`config.mk`:
```
export PLATFORM = sky130hd
export DESIGN_NAME = sqrt_share_ctrl
export DESIGN_NICKNAME = d
export VERILOG_FILES = /design/src/rtl/sqrt_share_ctrl_pkg.sv /design/src/rtl/sqrt_share_ctrl_rr_arbiter.sv /design/src/rtl/sqrt_share_ctrl.sv
export SDC_FILE = /design/constraint.sdc
export NUM_CORES = 1
export LEC_CHECK = 0
export ABC_AREA = 1
export CAP_MARGIN = 40
export CORE_ASPECT_RATIO = 1.75
export CORE_MARGIN = 8
export CORE_UTILIZATION = 37
export CTS_CLUSTER_DIAMETER = 60
export DETAILED_ROUTE_END_ITERATION = 8
export PLACE_DENSITY = 0.8
export SETUP_SLACK_MARGIN = 0.05
export SLEW_MARGIN = 30
export SYNTH_ARGS = -nofsm -noshare
export SYNTH_HDL_FRONTEND = slang
export SYNTH_SLANG_ARGS = --single-unit
export TNS_END_PERCENT = 10
```
`constraint.sdc`:
```
create_clock -name clk -period 4 [get_ports clk]
set_input_delay 0.4 -clock clk [delete_from_list [all_inputs] [get_ports clk]]
set_output_delay 0.4 -clock clk [all_outputs]
set_load 0.005 [all_outputs]
```
`src/rtl/sqrt_share_ctrl_pkg.sv`:
```
// rtl/sqrt_share_ctrl_pkg.sv - shared widths, latency default and FSM encodings for the sqrt sharer
package sqrt_share_ctrl_pkg;

  localparam int SQRT_IN_W        = 31;
  localparam int SQRT_OUT_W       = 17;
  localparam int SQRT_LAT_DEFAULT = 2;

  localparam logic [1:0] ST_RUN   = 2'd0;
  localparam logic [1:0] ST_DRAIN = 2'd1;
  localparam logic [1:0] ST_DONE  = 2'd2;

endpackage

```
`src/rtl/sqrt_share_ctrl_rr_arbiter.sv`:
```
// rtl/sqrt_share_ctrl_rr_arbiter.sv - combinational round-robin arbiter, search starts at ptr
module rr_arbiter #(
  parameter int NREQ = 4,
  parameter int IDW  = 2
) (
  input  logic [NREQ-1:0] req,
  input  logic [IDW-1:0]  ptr,
  output logic [NREQ-1:0] grant,
  output logic [IDW-1:0]  next_ptr
);

  logic [2*NREQ-1:0] req2;
  logic [2*NREQ-1:0] gnt2;
  logic [NREQ-1:0]   rot;
  logic [NREQ-1:0]   gnt_rot;
  logic              found;

  // Rotate so ptr sits at bit 0, pick the lowest set bit, then rotate back.
  always_comb begin
    req2    = {req, req};
    rot     = NREQ'(req2 >> ptr);
    gnt_rot = '0;
    found   = 1'b0;
    for (int k = 0; k < NREQ; k++) begin
      if (!found && rot[k]) begin
        gnt_rot[k] = 1'b1;
        found      = 1'b1;
      end
    end
    gnt2  = {{NREQ{1'b0}}, gnt_rot} << ptr;
    grant = gnt2[NREQ-1:0] | gnt2[2*NREQ-1:NREQ];
  end

  always_comb begin
    next_ptr = ptr;
    for (int i = 0; i < NREQ; i++) begin
      if (grant[i]) begin
        next_ptr = (i == NREQ - 1) ? '0 : IDW'(i + 1);
      end
    end
  end

endmodule

```
`src/rtl/sqrt_share_ctrl.sv`:
```
// rtl/sqrt_share_ctrl.sv - time-shares one fixed-latency sqrt among NREQ requesters with tagged returns
module sqrt_share_ctrl
  import sqrt_share_ctrl_pkg::*;
#(
  parameter int NREQ     = 4,
  parameter int IDW      = 2,
  parameter int SQRT_LAT = SQRT_LAT_DEFAULT,
  parameter int CNTW     = 16
) (
  input  logic                      clk,
  input  logic                      rst,
  input  logic [NREQ-1:0]           req_valid,
  input  logic [NREQ*SQRT_IN_W-1:0] req_data,
  output logic [NREQ-1:0]           req_ready,
  input  logic                      flush,
  output logic [SQRT_IN_W-1:0]      sqrt_in,
  input  logic [SQRT_OUT_W-1:0]     sqrt_out,
  output logic [NREQ-1:0]           rsp_valid,
  output logic [SQRT_OUT_W-1:0]     rsp_data,
  output logic                      busy,
  output logic                      flush_done,
  output logic [CNTW-1:0]           issue_cnt
);

  logic [1:0]                  state_q, state_d;
  logic [IDW-1:0]              ptr_q, ptr_d;
  logic [IDW-1:0]              next_ptr;
  logic [IDW-1:0]              grant_id;
  logic [NREQ-1:0]             req_gated;
  logic [NREQ-1:0]             grant;
  logic                        arb_en;
  logic                        issue;
  logic [SQRT_LAT:0]           tag_v_q, tag_v_d;
  logic [SQRT_LAT:0][IDW-1:0]  tag_id_q, tag_id_d;
  logic [SQRT_IN_W-1:0]        sqrt_in_q, sqrt_in_d;
  logic [NREQ-1:0]             rsp_valid_q, rsp_valid_d;
  logic [SQRT_OUT_W-1:0]       rsp_data_q, rsp_data_d;
  logic                        flush_done_q, flush_done_d;
  logic [CNTW-1:0]             issue_cnt_q, issue_cnt_d;

  // flush gates the grant in the same cycle it rises, before the FSM leaves RUN.
  assign arb_en    = (state_q == ST_RUN) && !flush && !rst;
  assign req_gated = arb_en ? req_valid : '0;

  rr_arbiter #(
    .NREQ (NREQ),
    .IDW  (IDW)
  ) u_arb (
    .req      (req_gated),
    .ptr      (ptr_q),
    .grant    (grant),
    .next_ptr (next_ptr)
  );

  assign issue      = |grant;
  assign req_ready  = grant;
  assign busy       = |tag_v_q;
  assign sqrt_in    = sqrt_in_q;
  assign rsp_valid  = rsp_valid_q;
  assign rsp_data   = rsp_data_q;
  assign flush_done = flush_done_q;
  assign issue_cnt  = issue_cnt_q;

  always_comb begin
    grant_id  = '0;
    sqrt_in_d = '0;
    for (int i = 0; i < NREQ; i++) begin
      if (grant[i]) begin
        grant_id  = IDW'(i);
        sqrt_in_d = req_data[SQRT_IN_W*i +: SQRT_IN_W];
      end
    end
  end

  always_comb begin
    ptr_d       = issue ? next_ptr : ptr_q;
    issue_cnt_d = issue_cnt_q + CNTW'(issue);
    tag_v_d     = {tag_v_q[SQRT_LAT-1:0], issue};
    tag_id_d    = {tag_id_q[SQRT_LAT-1:0], grant_id};
  end

  // The last tag stage lines up with the sqrt result for that operand.
  always_comb begin
    rsp_valid_d = '0;
    rsp_data_d  = rsp_data_q;
    if (tag_v_q[SQRT_LAT]) begin
      rsp_valid_d = NREQ'(1) << tag_id_q[SQRT_LAT];
      rsp_data_d  = sqrt_out;
    end
  end

  always_comb begin
    state_d = state_q;
    case (state_q)
      ST_RUN: begin
        if (flush) state_d = ST_DRAIN;
      end
      ST_DRAIN: begin
        if (!flush)     state_d = ST_RUN;
        else if (!busy) state_d = ST_DONE;
      end
      ST_DONE: begin
        if (!flush) state_d = ST_RUN;
      end
      default: state_d = ST_RUN;
    endcase
    flush_done_d = (state_d == ST_DONE);
  end

  always_ff @(posedge clk) begin
    if (rst) begin
      state_q      <= ST_RUN;
      ptr_q        <= '0;
      tag_v_q      <= '0;
      tag_id_q     <= '0;
      sqrt_in_q    <= '0;
      rsp_valid_q  <= '0;
      rsp_data_q   <= '0;
      flush_done_q <= 1'b0;
      issue_cnt_q  <= '0;
    end else begin
      state_q      <= state_d;
      ptr_q        <= ptr_d;
      tag_v_q      <= tag_v_d;
      tag_id_q     <= tag_id_d;
      sqrt_in_q    <= sqrt_in_d;
      rsp_valid_q  <= rsp_valid_d;
      rsp_data_q   <= rsp_data_d;
      flush_done_q <= flush_done_d;
      issue_cnt_q  <= issue_cnt_d;
    end
  end

endmodule

```
======== Yosys cells after proc, flatten, opt, wreduce, memory -nomap -nowiden ========
Cells that the tools add are included.
storage, ports and cells
  register bits ........................... 82
  bits in latches ......................... 0
  RAM bits ................................ 0
  memory bits (read-only) ................. 0
  bits of input ports ..................... 148
  output and inout bits ................... 74
  word-level logic and storage cells ...... 59
  memories kept ........................... 0
operators by class
  add/sub/neg operators ................... 1
  multiply operators ...................... 0
  div/mod/pow operators ................... 0
  order comparisons ....................... 0
  eq/ne operators ......................... 3
  shift operators ......................... 3
  mux-type cells .......................... 23
  bitwise gates (word level) .............. 2
  reductions and logical operators ........ 16
operators with widths
  kind                                                                number
  31-bit 2-to-1 mux                                                   4
  2-bit 2-to-1 mux                                                    10
  16-bit by 1-bit adder with 16-bit output                            1
  4-bit by 2-bit << shifter with 8-bit output                         1
  8-bit by 2-bit right shift with 4-bit output                        1
  1-bit 2-to-1 mux                                                    7
  2-bit case mux with 3 select lines                                  1
  1-bit logical AND                                                   5
  1-bit logical NOT                                                   5
  2-bit == test (second input constant)                               2
  4-bit 2-to-1 mux                                                    1
  4-bit bitwise OR                                                    1
  4-bit nonzero test                                                  1
  4-bit OR reduction                                                  1
  1-bit by 2-bit << shifter with 4-bit output (first input constant)  1
  3-bit OR reduction                                                  1
  2-bit by 1-bit == test with 1-bit output (second input constant)    1
  2-bit logical NOT                                                   1
  2-bit AND reduction                                                 1
  2-bit OR reduction                                                  1
  1-bit NOT                                                           1

======== Longest topological paths before layout ========
Gate-level depths: netlist of run 1.
  depth after elaboration ................. 21
  depth in mapped cells ................... 28
  gate-level depth less buffers ........... 27

======== Modules after synthesis ========
A second synthesis of run 1 with hierarchy kept.
second synthesis, totals
  cells, all modules ...................... 599
  area, all modules ....................... 4,147.7 um2
by module, submodules not included
  module           instances  cells each  area each (um2)  sequential area each (um2)
  sqrt_share_ctrl  1          536         3,807.4          1,641.6
  rr_arbiter       1          63          340.3            0.0

======== Worst setup path after synthesis of run 1 ========
OpenSTA, ideal clock, no wires.
  path type ............................... input to register
  start point ............................. input port rst
  end point ............................... register issue_cnt_q[14], in the netlist issue_cnt[14]
  setup time .............................. 0.119 ns
  arrival ................................. 2.840 ns
  required time ........................... 3.881 ns
  setup slack ............................. 1.040 ns
  stages on the path ...................... 23
  path buffers ............................ 1
  cells stage by stage .................... buf_6 nor2_8 nand4_1 nand3_1 nand2_1 nor2_1 nand3_1 nand3_2 nand2_4 nand2_2 nor2_2 inv_1 ha_1 ha_1 nand2_1 inv_1 nand2_1 nor3_1 nand3_1 nor3_1 nand4_1 o21ai_0 a21oi_1
on the way
  longest elaborated chain between the ends .. 18
  elaborated cells between the ends (all ways) .. 20
  classes of those cells .................. 1 x add/sub; 2 x shift; 7 x mux; 1 x bitwise; 9 x reduce/logical
RTL lines
  element                                         line                              RTL
  start, declared                                 sqrt_share_ctrl.sv:11             input logic rst,
  1-bit logical NOT *                             sqrt_share_ctrl.sv:42             assign arb_en = (state_q == ST_RUN) && !flush && !rst;
  1-bit logical AND *                             sqrt_share_ctrl.sv:42
  4-bit 2-to-1 mux *                              sqrt_share_ctrl.sv:43             assign req_gated = arb_en ? req_valid : '0;
  8-bit by 2-bit right shift with 4-bit output *  sqrt_share_ctrl_rr_arbiter.sv:21  rot = NREQ'(req2 >> ptr);
  1-bit 2-to-1 mux                                sqrt_share_ctrl_rr_arbiter.sv:25  if (!found && rot[k]) begin
  1-bit logical NOT                               sqrt_share_ctrl_rr_arbiter.sv:25
  1-bit logical AND                               sqrt_share_ctrl_rr_arbiter.sv:25
  1-bit 2-to-1 mux                                sqrt_share_ctrl_rr_arbiter.sv:25
  [3 not listed]                                  --
  1-bit logical NOT                               sqrt_share_ctrl_rr_arbiter.sv:25
  1-bit logical AND                               sqrt_share_ctrl_rr_arbiter.sv:25
  1-bit 2-to-1 mux                                sqrt_share_ctrl_rr_arbiter.sv:25
  4-bit by 2-bit << shifter with 8-bit output *   sqrt_share_ctrl_rr_arbiter.sv:30  gnt2 = {{NREQ{1'b0}}, gnt_rot} << ptr;
  4-bit bitwise OR *                              sqrt_share_ctrl_rr_arbiter.sv:31  grant = gnt2[NREQ-1:0] | gnt2[2*NREQ-1:NREQ];
  4-bit OR reduction *                            sqrt_share_ctrl.sv:55             assign issue = |grant;
  via issue                                       sqrt_share_ctrl.sv:32             logic issue;
  16-bit by 1-bit adder with 16-bit output *      sqrt_share_ctrl.sv:77             issue_cnt_d = issue_cnt_q + CNTW'(issue);
  end signal, assigned                            sqrt_share_ctrl.sv:130            issue_cnt_q <= issue_cnt_d;
  end, declared                                   sqrt_share_ctrl.sv:39             logic [CNTW-1:0] issue_cnt_q, issue_cnt_d;
Mark *: on every way through the listed nets, which the timed path passes. The rest lies on a longest branch.
A chain may end at the register's enable or synchronous reset.

======== Worst setup path after layout of run 1 ========
Ends and elaborated chain as after synthesis.

==> results of run 1 <==
[power by group through the flow]
stage	registers, µW	logic [µW]	clock network [µW]
2_1_floorplan	1180	1040	0
3_3_place_gp	1170	1760	0
3_5_place_dp	1180	1800	0
4_1_cts	1160	1810	735
5_1_grt	1190	1970	774
6_report	1160	1800	715
[sequential cells by signal (all words and copies together), names as in the netlist]
signal	flops
sqrt_in	31
rsp_data	17
issue_cnt	16
rsp_valid	4
state_q	2
flush_done	1
tag_v_q	3
tag_id_d	4
tag_id_q	2
ptr_q	2
[cell families (layout without fill, tap and decap cells)]
group                      Yosys count  after routing
AOI/OAI and AO/OA                   35             35
xor gates and xnor gates             1              1
adders and majority gates            2              2
buffers and inverters               56            275
DFF                                 82             82
and+or+nand+nor                    305            305
[critical path, stage by stage]
cell	delay (ns)
clkdlybuf4s50_1	0.63
nor2_8	0.09
nand3_1	0.10
nand2_1	0.08
nand3_1	0.09
nand2_1	0.10
nor2_1	0.14
nand3_1	0.15
nand3_2	0.12
nand2_4	0.09
nand2_2	0.08
nor2_2	0.05
inv_1	0.06
ha_1	0.16
ha_1	0.19
nand2_1	0.06
inv_1	0.08
nand2_1	0.08
nor3_1	0.25
nand3_1	0.19
nor3_1	0.24
nand4_1	0.14
o21ai_0	0.16
a21oi_1	0.05
[layout by cell type, fill, tap and decap left out, types with 2 or more instances in the layout]
cell type / n
nor2_1: 58
clkdlybuf4s50_1: 221
nor3b_1: 2
clkinv_2: 2
nor2_2: 4
nand3_1: 27
nand3_2: 4
nor2_4: 2
nand4_1: 36
nand2_4: 3
nand2_2: 35
inv_2: 5
buf_4: 4
clkbuf_16: 9
dfxtp_1: 82
o21ai_0: 24
ha_1: 2
inv_1: 27
clkbuf_1: 3
nor3_1: 8
a21oi_1: 10
nand2_1: 123
[metrics by stage]
step,worst slack (ns),utilization [%],area [µm²]
floorplan,1.04,-,3630
global placement,0.325,60.2,5860
detailed placement,0.148,60.2,5860
CTS,0.452,62.8,6110
global route,0.0935,63.0,6130
finish,0.437,63.0,6130
[per-layer routing]
layer / up-vias / track usage, % / wire length (µm)
met3: 14 / 8.84 / 1090
met2: 161 / 36.6 / 7180
met4: 0 / 7.17 / 276
met1: 1820 / 17.1 / 4570
met5: - / 0 / 0
li1: 1981 / - / -
[worst min path at each step]
stage	to	slack, ns	depth (start not counted)
finish	tag_id_d[5]$_SDFF_PP0_	0.40	2
detailed placement	tag_id_q[5]$_SDFF_PP0_	0.40	2
floorplan	tag_id_d[4]$_SDFF_PP0_	0.39	2
CTS	tag_id_q[5]$_SDFF_PP0_	0.41	2
global route	tag_id_q[4]$_SDFF_PP0_	0.42	2
global placement	tag_id_q[5]$_SDFF_PP0_	0.39	2
[final cells by class]
cell class / count / area [µm²] / share of cell area [%]
repair buffers: 226 / 2260 / 36.8
multi-input cells: 343 / 1680 / 27.5
flip-flops and latches: 82 / 1640 / 26.8
clock buffers: 12 / 236 / 3.86
well taps: 125 / 156 / 2.55
inverters: 34 / 133 / 2.17
clock inverters: 3 / 17.5 / 0.286
[cell usage after synthesis (3+ instances only)]
library cell / number
a21oi_1: 10
o21ai_0: 24
dfxtp_1: 82
buf_6: 4
nand3_1: 27
clkbuf_1: 7
nor2_1: 58
buf_2: 7
inv_2: 5
nor3_1: 8
nand2_1: 123
nand3_2: 4
nand4_1: 36
inv_1: 27
buf_12: 3
nand2_4: 3
nor2_2: 4
nand2_2: 35
==> impl_metrics.sql, run 1 <==
INSERT INTO impl_metrics (metric_group, metric, value, unit) VALUES
('clocking', 'tritoncts', 'yes', ''),
('clocking', 'clockRootBuffer', 'clkbuf_16', ''),
('worst_setup_path', 'cp.arrival', '3.78', 'ns'),
('pwr', 'design_power_total', '3680', 'µW'),
('route', 'wl_per_cell', '15.9', 'µm'),
('worst_setup_path', 'critical_path.startpoint', 'rst', ''),
('placement', 'finalWeightedCongestion', '0.879', ''),
('worst_setup_path', 'worst_ep_required_time', '4.22', 'ns'),
('timing', 'worst_pin_slew', '0.565', 'ns'),
('yosys', 'synth_area_leaders', 'dfxtp_1 (45%), nand2_1 (13%), nand4_1 (6.2%), nand2_2 (6.0%), nor2_1 (6.0%)', ''),
('floorplan', 'floorplan.core_area', '0.00973', 'mm²'),
('yosys', 'netlist.top_cell.by_area', 'dfxtp_1', ''),
('pwr', 'leakagePower', '0.00246', 'µW'),
('route', 'initialDrtViolationCount', '149', ''),
('yosys', 'synth_fa_ha_area_share', '0.689', '%'),
('yosys', 'synth.avg_cell_area', '7.55', 'µm²'),
('run_status', 'outcome', 'completed', ''),
('timing', 'rsz0062_at_grt', 'no', ''),
('clocking', 'cts.path.max_buffers', '2', ''),
('pwr', 'intPower', '2330', 'µW'),
('yosys', 'syn_inst', '481', ''),
('pwr', 'p_seq_share', '31.6', '%'),
('worst_setup_path', 'endpoint_of_the_most_critical_register_to_register_path', 'issue_cnt[14]$_SDFF_PP0_', ''),
('route', 'detail_route.drc_violations', '0', ''),
('yosys', 'synth_top_family_by_area', 'simple AND/OR/NAND/NOR gates', ''),
('clocking', 'post_cts_resize_count', '0', ''),
('timing', 'maxClockFrequency', '281', 'MHz'),
('pwr', 'p_sw_share', '36.8', '%'),
('clocking', 'clock_tree.htree_level_count', '3', ''),
('run', 'max_cap_violations', '0', ''),
('route', 'route.vias.total', '3976', ''),
('timing', 'relSlewSlack', '62.3', '%'),
('worst_setup_path', 'r2r.worst_path.cells', '23', ''),
('route', 'route.antenna.remaining_nets', '0', ''),
('floorplan', 'num_rows', '48', ''),
('timing', 'finalMaxSlewViolations', '0', ''),
('min_path', 'hp-class', 'reg -> reg', ''),
('yosys', 'synth_top_area_share', '45.2', '%'),
('placement', 'port_buffers', '221', ''),
('pwr', 'vdd.ir_drop.worst', '0.000332', 'V'),
('yosys', 'synth-seq-cells', '82', ''),
('clocking', 'holdBufCountCts', '0', ''),
('timing', 'setup_viol', '0', ''),
('worst_setup_path', 'cp-endpoint', 'issue_cnt[14]$_SDFF_PP0_', ''),
('yosys', 'synth-compound-area-share', '4.89', '%'),
('pwr', 'power.switching', '1350', 'µW'),
('floorplan', 'die_w', '90.9', 'µm'),
('yosys', 'asyncSetResetFlopFracSynth', '0', '%'),
('timing', 'fin_crit', '3.56', 'ns'),
('yosys', 'seq_total_area_yosys', '45.2', '%'),
('clocking', 'clk_latency', '0.33', 'ns'),
('yosys', 'ys.warnings.count', '0', ''),
('timing', 'totalNegativeSetupSlack', '0', 'ns'),
('layout', 'n_antenna_cell', '0', ''),
('grt', 'grt_use_total', '19.3', '%'),
('worst_setup_path', 'criticalPathCategory', 'in -> reg', ''),
('worst_setup_path', 'critPathMaxFanout', '8', ''),
('yosys', 'yosys.area_share.simple', '40.5', '%'),
('floorplan', 'die_y', '147', 'µm'),
('placement', 'dp_cells', '809', ''),
('grt', 'globalRouteOverflowTotal', '0', ''),
('route', 'drt_first_pass_iters', '4', ''),
('timing', 'period_share', '89.1', '%'),
('floorplan', 'start_util', '37.3', '%'),
('worst_setup_path', 'worst_setup_path_end_kind', 'register', ''),
('worst_setup_path', 'worst_r2r_startpoint', 'ptr_q[0]$_SDFFE_PP0N_', ''),
('grt', 'grt_first_pass_wirelength', '20.5', 'mm'),
('layout', 'final_nets', '846', ''),
('clocking', 'cts.clk_slew.worst_paths', '0.06', 'ns'),
('min_path', 'hold_start', 'tag_id_d[3]$_SDFF_PP0_', ''),
('pwr', 'combinationalPowerShare', '49.0', '%');
Power figures use the tool's default switching activity.
==> run 2: changes to the inputs <==
--- a/config.mk
+++ b/config.mk
@@ -13,7 +13,6 @@
 export CTS_CLUSTER_DIAMETER = 60
 export DETAILED_ROUTE_END_ITERATION = 8
 export PLACE_DENSITY = 0.8
-export SETUP_SLACK_MARGIN = 0.05
 export SLEW_MARGIN = 30
 export SYNTH_ARGS = -nofsm -noshare
 export SYNTH_HDL_FRONTEND = slang
==> results of run 2 <==
Final layout, timing and power as in run 1 (identical DEF).
